==> config.mk <==
export PLATFORM = sky130hd
export DESIGN_NAME = stack_arbiter
export DESIGN_NICKNAME = d
export VERILOG_FILES = /design/src/rtl/stack_arbiter.sv
export SDC_FILE = /design/constraint.sdc
export NUM_CORES = 1
export LEC_CHECK = 0
export BUFFER_PORTS_ARGS = -buffer_cell sky130_fd_sc_hd__buf_2
export CORE_UTILIZATION = 52
export CTS_BUF_LIST = sky130_fd_sc_hd__clkbuf_8
export DETAILED_ROUTE_END_ITERATION = 10
export PLACE_DENSITY_LB_ADDON = 0.25
export RECOVER_POWER = 100
export SKIP_CTS_REPAIR_TIMING = 1
export SYNTH_ARGS = -nofsm -noshare
export SYNTH_HDL_FRONTEND = slang
export SYNTH_SLANG_ARGS = --single-unit
==> constraint.sdc <==
create_clock -name clk -period 3 [get_ports clk]
set_input_delay 0.75 -clock clk [delete_from_list [all_inputs] [get_ports clk]]
set_output_delay 0.75 -clock clk [all_outputs]
set_load 0.05 [all_outputs]
==> src/rtl/stack_arbiter.sv <==
// stack_arbiter: two-requester round-robin arbiter that serialises push/pop
// commands onto a shared stack and returns popped data to the winner.
// Ports: clk, rst (sync, active high); per requester N in {0,1}:
//   reqN/opN/wdataN in (op 0=push, 1=pop), ackN/errN/rdataN out;
//   busy out; stack side: stk_push/stk_pop/stk_din out,
//   stk_dout/stk_full/stk_empty in.
module stack_arbiter #(
    parameter int DATA_W = 4
) (
    input  logic              clk,
    input  logic              rst,
    input  logic              req0,
    input  logic              op0,
    input  logic [DATA_W-1:0] wdata0,
    output logic              ack0,
    output logic              err0,
    output logic [DATA_W-1:0] rdata0,
    input  logic              req1,
    input  logic              op1,
    input  logic [DATA_W-1:0] wdata1,
    output logic              ack1,
    output logic              err1,
    output logic [DATA_W-1:0] rdata1,
    output logic              busy,
    output logic              stk_push,
    output logic              stk_pop,
    output logic [DATA_W-1:0] stk_din,
    input  logic [DATA_W-1:0] stk_dout,
    input  logic              stk_full,
    input  logic              stk_empty
);

    typedef enum logic [1:0] {
        IDLE    = 2'd0,
        ISSUE   = 2'd1,
        CAPTURE = 2'd2,
        RESP    = 2'd3
    } state_t;

    state_t            state_q, state_d;
    logic              rr_q, rr_d;
    logic              win_q, win_d;
    logic              op_q, op_d;
    logic              err_q, err_d;
    logic [DATA_W-1:0] wdata_q, wdata_d;
    logic [DATA_W-1:0] rdata0_q, rdata0_d;
    logic [DATA_W-1:0] rdata1_q, rdata1_d;

    logic              sel;
    logic              sel_op;
    logic              issue;
    logic              resp;

    always_ff @(posedge clk) begin
        if (rst) begin
            state_q  <= IDLE;
            rr_q     <= 1'b0;
            win_q    <= 1'b0;
            op_q     <= 1'b0;
            err_q    <= 1'b0;
            wdata_q  <= '0;
            rdata0_q <= '0;
            rdata1_q <= '0;
        end else begin
            state_q  <= state_d;
            rr_q     <= rr_d;
            win_q    <= win_d;
            op_q     <= op_d;
            err_q    <= err_d;
            wdata_q  <= wdata_d;
            rdata0_q <= rdata0_d;
            rdata1_q <= rdata1_d;
        end
    end

    // A lone requester wins outright; on contention the rr pointer decides.
    assign sel    = (req0 & req1) ? rr_q : req1;
    assign sel_op = sel ? op1 : op0;

    always_comb begin
        state_d  = state_q;
        rr_d     = rr_q;
        win_d    = win_q;
        op_d     = op_q;
        err_d    = err_q;
        wdata_d  = wdata_q;
        rdata0_d = rdata0_q;
        rdata1_d = rdata1_q;
        unique case (state_q)
            IDLE: begin
                if (req0 | req1) begin
                    win_d   = sel;
                    op_d    = sel_op;
                    wdata_d = sel ? wdata1 : wdata0;
                    // Only this block touches the stack, so the flags
                    // seen here still hold when the strobe fires.
                    err_d   = sel_op ? stk_empty : stk_full;
                    state_d = err_d ? RESP : ISSUE;
                end
            end
            ISSUE: begin
                state_d = CAPTURE;
            end
            CAPTURE: begin
                // stk_dout is valid the cycle after the pop edge.
                if (op_q) begin
                    if (win_q) begin
                        rdata1_d = stk_dout;
                    end else begin
                        rdata0_d = stk_dout;
                    end
                end
                state_d = RESP;
            end
            RESP: begin
                rr_d    = ~win_q;
                state_d = IDLE;
            end
            default: begin
                state_d = IDLE;
            end
        endcase
    end

    assign issue    = (state_q == ISSUE);
    assign resp     = (state_q == RESP);

    assign busy     = (state_q != IDLE);
    assign stk_push = issue & ~op_q;
    assign stk_pop  = issue & op_q;
    assign stk_din  = stk_push ? wdata_q : '0;

    assign ack0     = resp & ~win_q;
    assign ack1     = resp & win_q;
    assign err0     = ack0 & err_q;
    assign err1     = ack1 & err_q;
    assign rdata0   = rdata0_q;
    assign rdata1   = rdata1_q;

endmodule

==> impl_table.tex <==
\begin{tabular}{lr}
\hline
Metric & Value \\
\hline
\multicolumn{2}{l}{\textbf{Timing}} \\
\quad Setup repair after global routing missed its margin & no \\
\quad Share of the cycle needed by the critical path after routing & 83.8\% \\
\quad Final count of pins violating max slew & 0 \\
\quad Highest attainable clock frequency & 0.398 GHz \\
\quad Final TNS setup & 0 ns \\
\quad Clk\_skew & 0.00266 ns \\
\quad Worst rel slew slack & 28.9\% \\
\quad Tightest Pin Transition & 1.07 ns \\
\quad Final hold slack & 0.497 ns \\
\quad Hold Fails Final Rpt & 0 \\
\quad Final critical delay including setup and external delays & 2.51 ns \\
\quad \# setup viols final & 0 \\
\multicolumn{2}{l}{\textbf{Yosys}} \\
\quad Net Count, Synth & 120 \\
\quad Cell with the most instances after synthesis & dfxtp\_1 \\
\quad Top-area cell type share of the netlist area & 39.0\% \\
\quad Sequential area share after synthesis & 39.0\% \\
\quad Predominant post-synthesis flop cell & dfxtp\_1 \\
\quad Instance count of the mapped netlist & 96 \\
\quad Avg Inst Size Synth & 9.63 µm² \\
\quad Share of synthesized flip-flops with an asynchronous set or reset & 0\% \\
\quad Main area contributors after synthesis & dfxtp\_1 (39\%), mux2i\_1 (13\%), nor2\_1 (6.5\%), a211oi\_2 (5.4\%), and2\_1 (5.4\%) \\
\quad Number of enable flip-flop cells after synthesis & 0 \\
\quad Number of distinct standard cells referenced by the synthesized netlist & 29 \\
\quad Mapped cell area & 925 µm² \\
\quad Yosys top cell by area & dfxtp\_1 \\
\quad Yosys reg bits & 18 \\
\quad Count of yosys warnings during synthesis & 0 \\
\quad Top post-synthesis cells by count & dfxtp\_1 (18), nor2\_1 (16), mux2i\_1 (12) \\
\multicolumn{2}{l}{\textbf{Global route}} \\
\quad Number of global-route vias before repair & 732 \\
\quad Total track usage & 20.8\% \\
\quad Total congestion overflow & 0 \\
\quad Largest net degree at the start of global routing & 21 \\
\quad Antenna violations before repair & 0 \\
\quad First-pass GRT wire length & 2980 µm \\
\multicolumn{2}{l}{\textbf{Route}} \\
\quad Drt wl/cell & 12.6 µm \\
\quad Remaining number of nets flagged by the antenna check after routing & 0 \\
\quad Via density & 5.34 \\
\quad DRC errors left & 4 \\
\quad Initial detailed-routing violation count & 16 \\
\quad DR vias & 806 \\
\quad Final routed wirelength across all metal layers & 1900 µm \\
\quad Count of TritonRoute iterations in the first routing pass & 9 \\
\multicolumn{2}{l}{\textbf{Placed design}} \\
\quad Total placed cells including tap cells & 147 \\
\quad Number of port buffers & 38 \\
\quad Final HPWL from detailed placement & 1440 µm \\
\quad Final estimated routing congestion in global placement & 0.804 \\
\multicolumn{2}{l}{\textbf{Min path}} \\
\quad HP Class & reg2reg \\
\quad Hold Path Depth & 2 \\
\quad Hold Crit Endpoint & rdata0[1] \\
\quad Worst Hold Launch & rdata0[1] \\
\multicolumn{2}{l}{\textbf{Pwr}} \\
\quad Cell area power density & 872 mW/mm² \\
\quad Highest ir drop seen on vdd & 0.614 mV \\
\quad Total leakage power & 0.000546 µW \\
\multicolumn{2}{l}{\textbf{Layout}} \\
\quad Antenna fix cells & 0 \\
\quad P\&R area growth vs syn & 22.7\% \\
\quad Non-filler instance count after layout & 151 \\
\quad Layout Nets & 160 \\
\quad Fraction of layout instances using a drive strength above 1 & 23.0\% \\
\multicolumn{2}{l}{\textbf{Floorplanning}} \\
\quad Total die area & 0.00195 mm² \\
\quad Placeable core region & 0.00158 mm² \\
\quad Overall die height & 44.2 µm \\
\quad Cell row count & 14 \\
\quad X dimension of the die & 44.2 µm \\
\quad Number of primary I/O pins & 39 \\
\quad Starting density of the core & 58.7\% \\
\multicolumn{2}{l}{\textbf{Worst setup path}} \\
\quad Critical register-to-register path startpoint & state\_q[1] \\
\quad Crit Path Class & reg2out \\
\quad Reg2Reg Depth & 6 \\
\quad Internal reg-to-reg setup slack & 0.89 ns \\
\quad WP data required & 2.25 ns \\
\quad Largest driver fanout on the critical path & 5 \\
\quad Worst Setup End Kind & output pin \\
\quad Critical Path AT & 1.76 ns \\
\quad Worst Setup Start Kind & flip-flop \\
\quad Reg-to-reg critical path endpoint & err\_q \\
\multicolumn{2}{l}{\textbf{Run status}} \\
\quad Violations in the final reports & design-rule violations \\
\quad Outcome & finished with violations \\
\multicolumn{2}{l}{\textbf{Run}} \\
\quad Maxcap violations & 0 \\
\multicolumn{2}{l}{\textbf{Clocking}} \\
\quad Number of buffers on the longest clock path & 2 \\
\quad CTS tree & done \\
\quad Clk root buf & clkbuf\_8 \\
\quad Sink count of the clock tree & 18 \\
\quad Number of buffers created by CTS & 3 \\
\quad Clock latency at the later pin of the worst-skew pair & 0.25 ns \\
\quad Clock-pin transition on the worst setup and hold timing paths & 0.07 ns \\
\quad \# H-tree levels & 1 \\
\hline
\end{tabular}
-- cells by family (layout without fill, tap and decap cells) --
| kind of cell | after synthesis | after routing | share of synthesized area (%) |
|---|---|---|---|
| and+or+nand+nor | 36 | 36 | 20.0 |
| AOI/OAI and AO/OA | 18 | 18 | 18.4 |
| DFF | 18 | 18 | 39.0 |
| muxes | 12 | 12 | 13.0 |
| buffers and inverters | 8 | 47 | 4.19 |
| adders and majority gates | 4 | 4 | 5.41 |
-- state kept, by name (all words and copies together) (netlist names) --
signal / count
rdata0: 4
rdata1: 4
wdata_q: 4
state_q: 2
err_q: 1
op_q: 1
rr_q: 1
win_q: 1
-- worst max path at each step --
stage | from | endpoint | cells past startpoint
6_report | state_q[1] | stk_din[2] | 5
5_1_grt | state_q[1] | stk_din[1] | 5
4_1_cts | state_q[1] | stk_din[2] | 5
3_5_place_dp | state_q[1] | stk_din[2] | 5
3_3_place_gp | state_q[1] | stk_din[0] | 5
2_1_floorplan | state_q[1] | stk_din[0] | 4
-- per-stage QoR --
stage | cell area, µm² | power [µW] | worst slack (ns) | util [%]
after floorplan | 925 | 732 | 0.374 | -
after global placement | 1110 | 803 | 1.05 | 70.7
after detailed placement | 1110 | 818 | 0.991 | 70.7
after CTS | 1170 | 1010 | 0.712 | 74.2
after global routing | 1130 | 1050 | 0.374 | 72.0
final | 1130 | 989 | 0.486 | 72.0
-- layer usage --
metal / share of wire, % / global-route usage, % / up-vias
met1: 45 / 25.6 / 365
li1: - / - / 413
met5: 0 / 0 / -
met4: 0 / 9.09 / 0
met3: 5.9 / 4.90 / 0
met2: 49 / 34.4 / 28
-- critical path, stage by stage (launching register included) --
cell and delay, ns:
dfxtp_1 0.33, inv_1 0.10, ha_1 0.16, nor2b_1 0.27, and2_1 0.18, clkbuf_1 0.47
-- report_power, final --
| group | internal (µW) | total (µW) | leakage (µW) | switching, µW |
|---|---|---|---|---|
| combinational | 137 | 458 | 0.000370 | 321 |
| clock | 116 | 193 | 0.0000288 | 76.3 |
| sequential | 296 | 339 | 0.000147 | 42.8 |
| total | 549 | 989 | 0.000546 | 440 |
-- layout by cell type, fill, tap and decap left out, drive strengths merged --
master	n
a211oi	8
a21oi	2
a2bb2oi	1
and2	8
and3	1
buf	19
clkbuf	23
dfxtp	18
ha	4
inv	5
mux2i	12
nand3	1
nand3b	2
nand4	1
nor2	16
nor2b	5
nor3	1
nor4	1
o211ai	1
o21ai	3
o21ba	1
o21bai	1
o221ai	1
-- final cells by class --
type	instances	area [µm²]
clock buffer	4	55.1
multi-input combinational	70	514
fill	135	442
tap	16	20.0
sequential	18	360
timing repair buffer	38	166
inverter	5	18.8
Note: power is estimated with default switching activity, not from simulation.
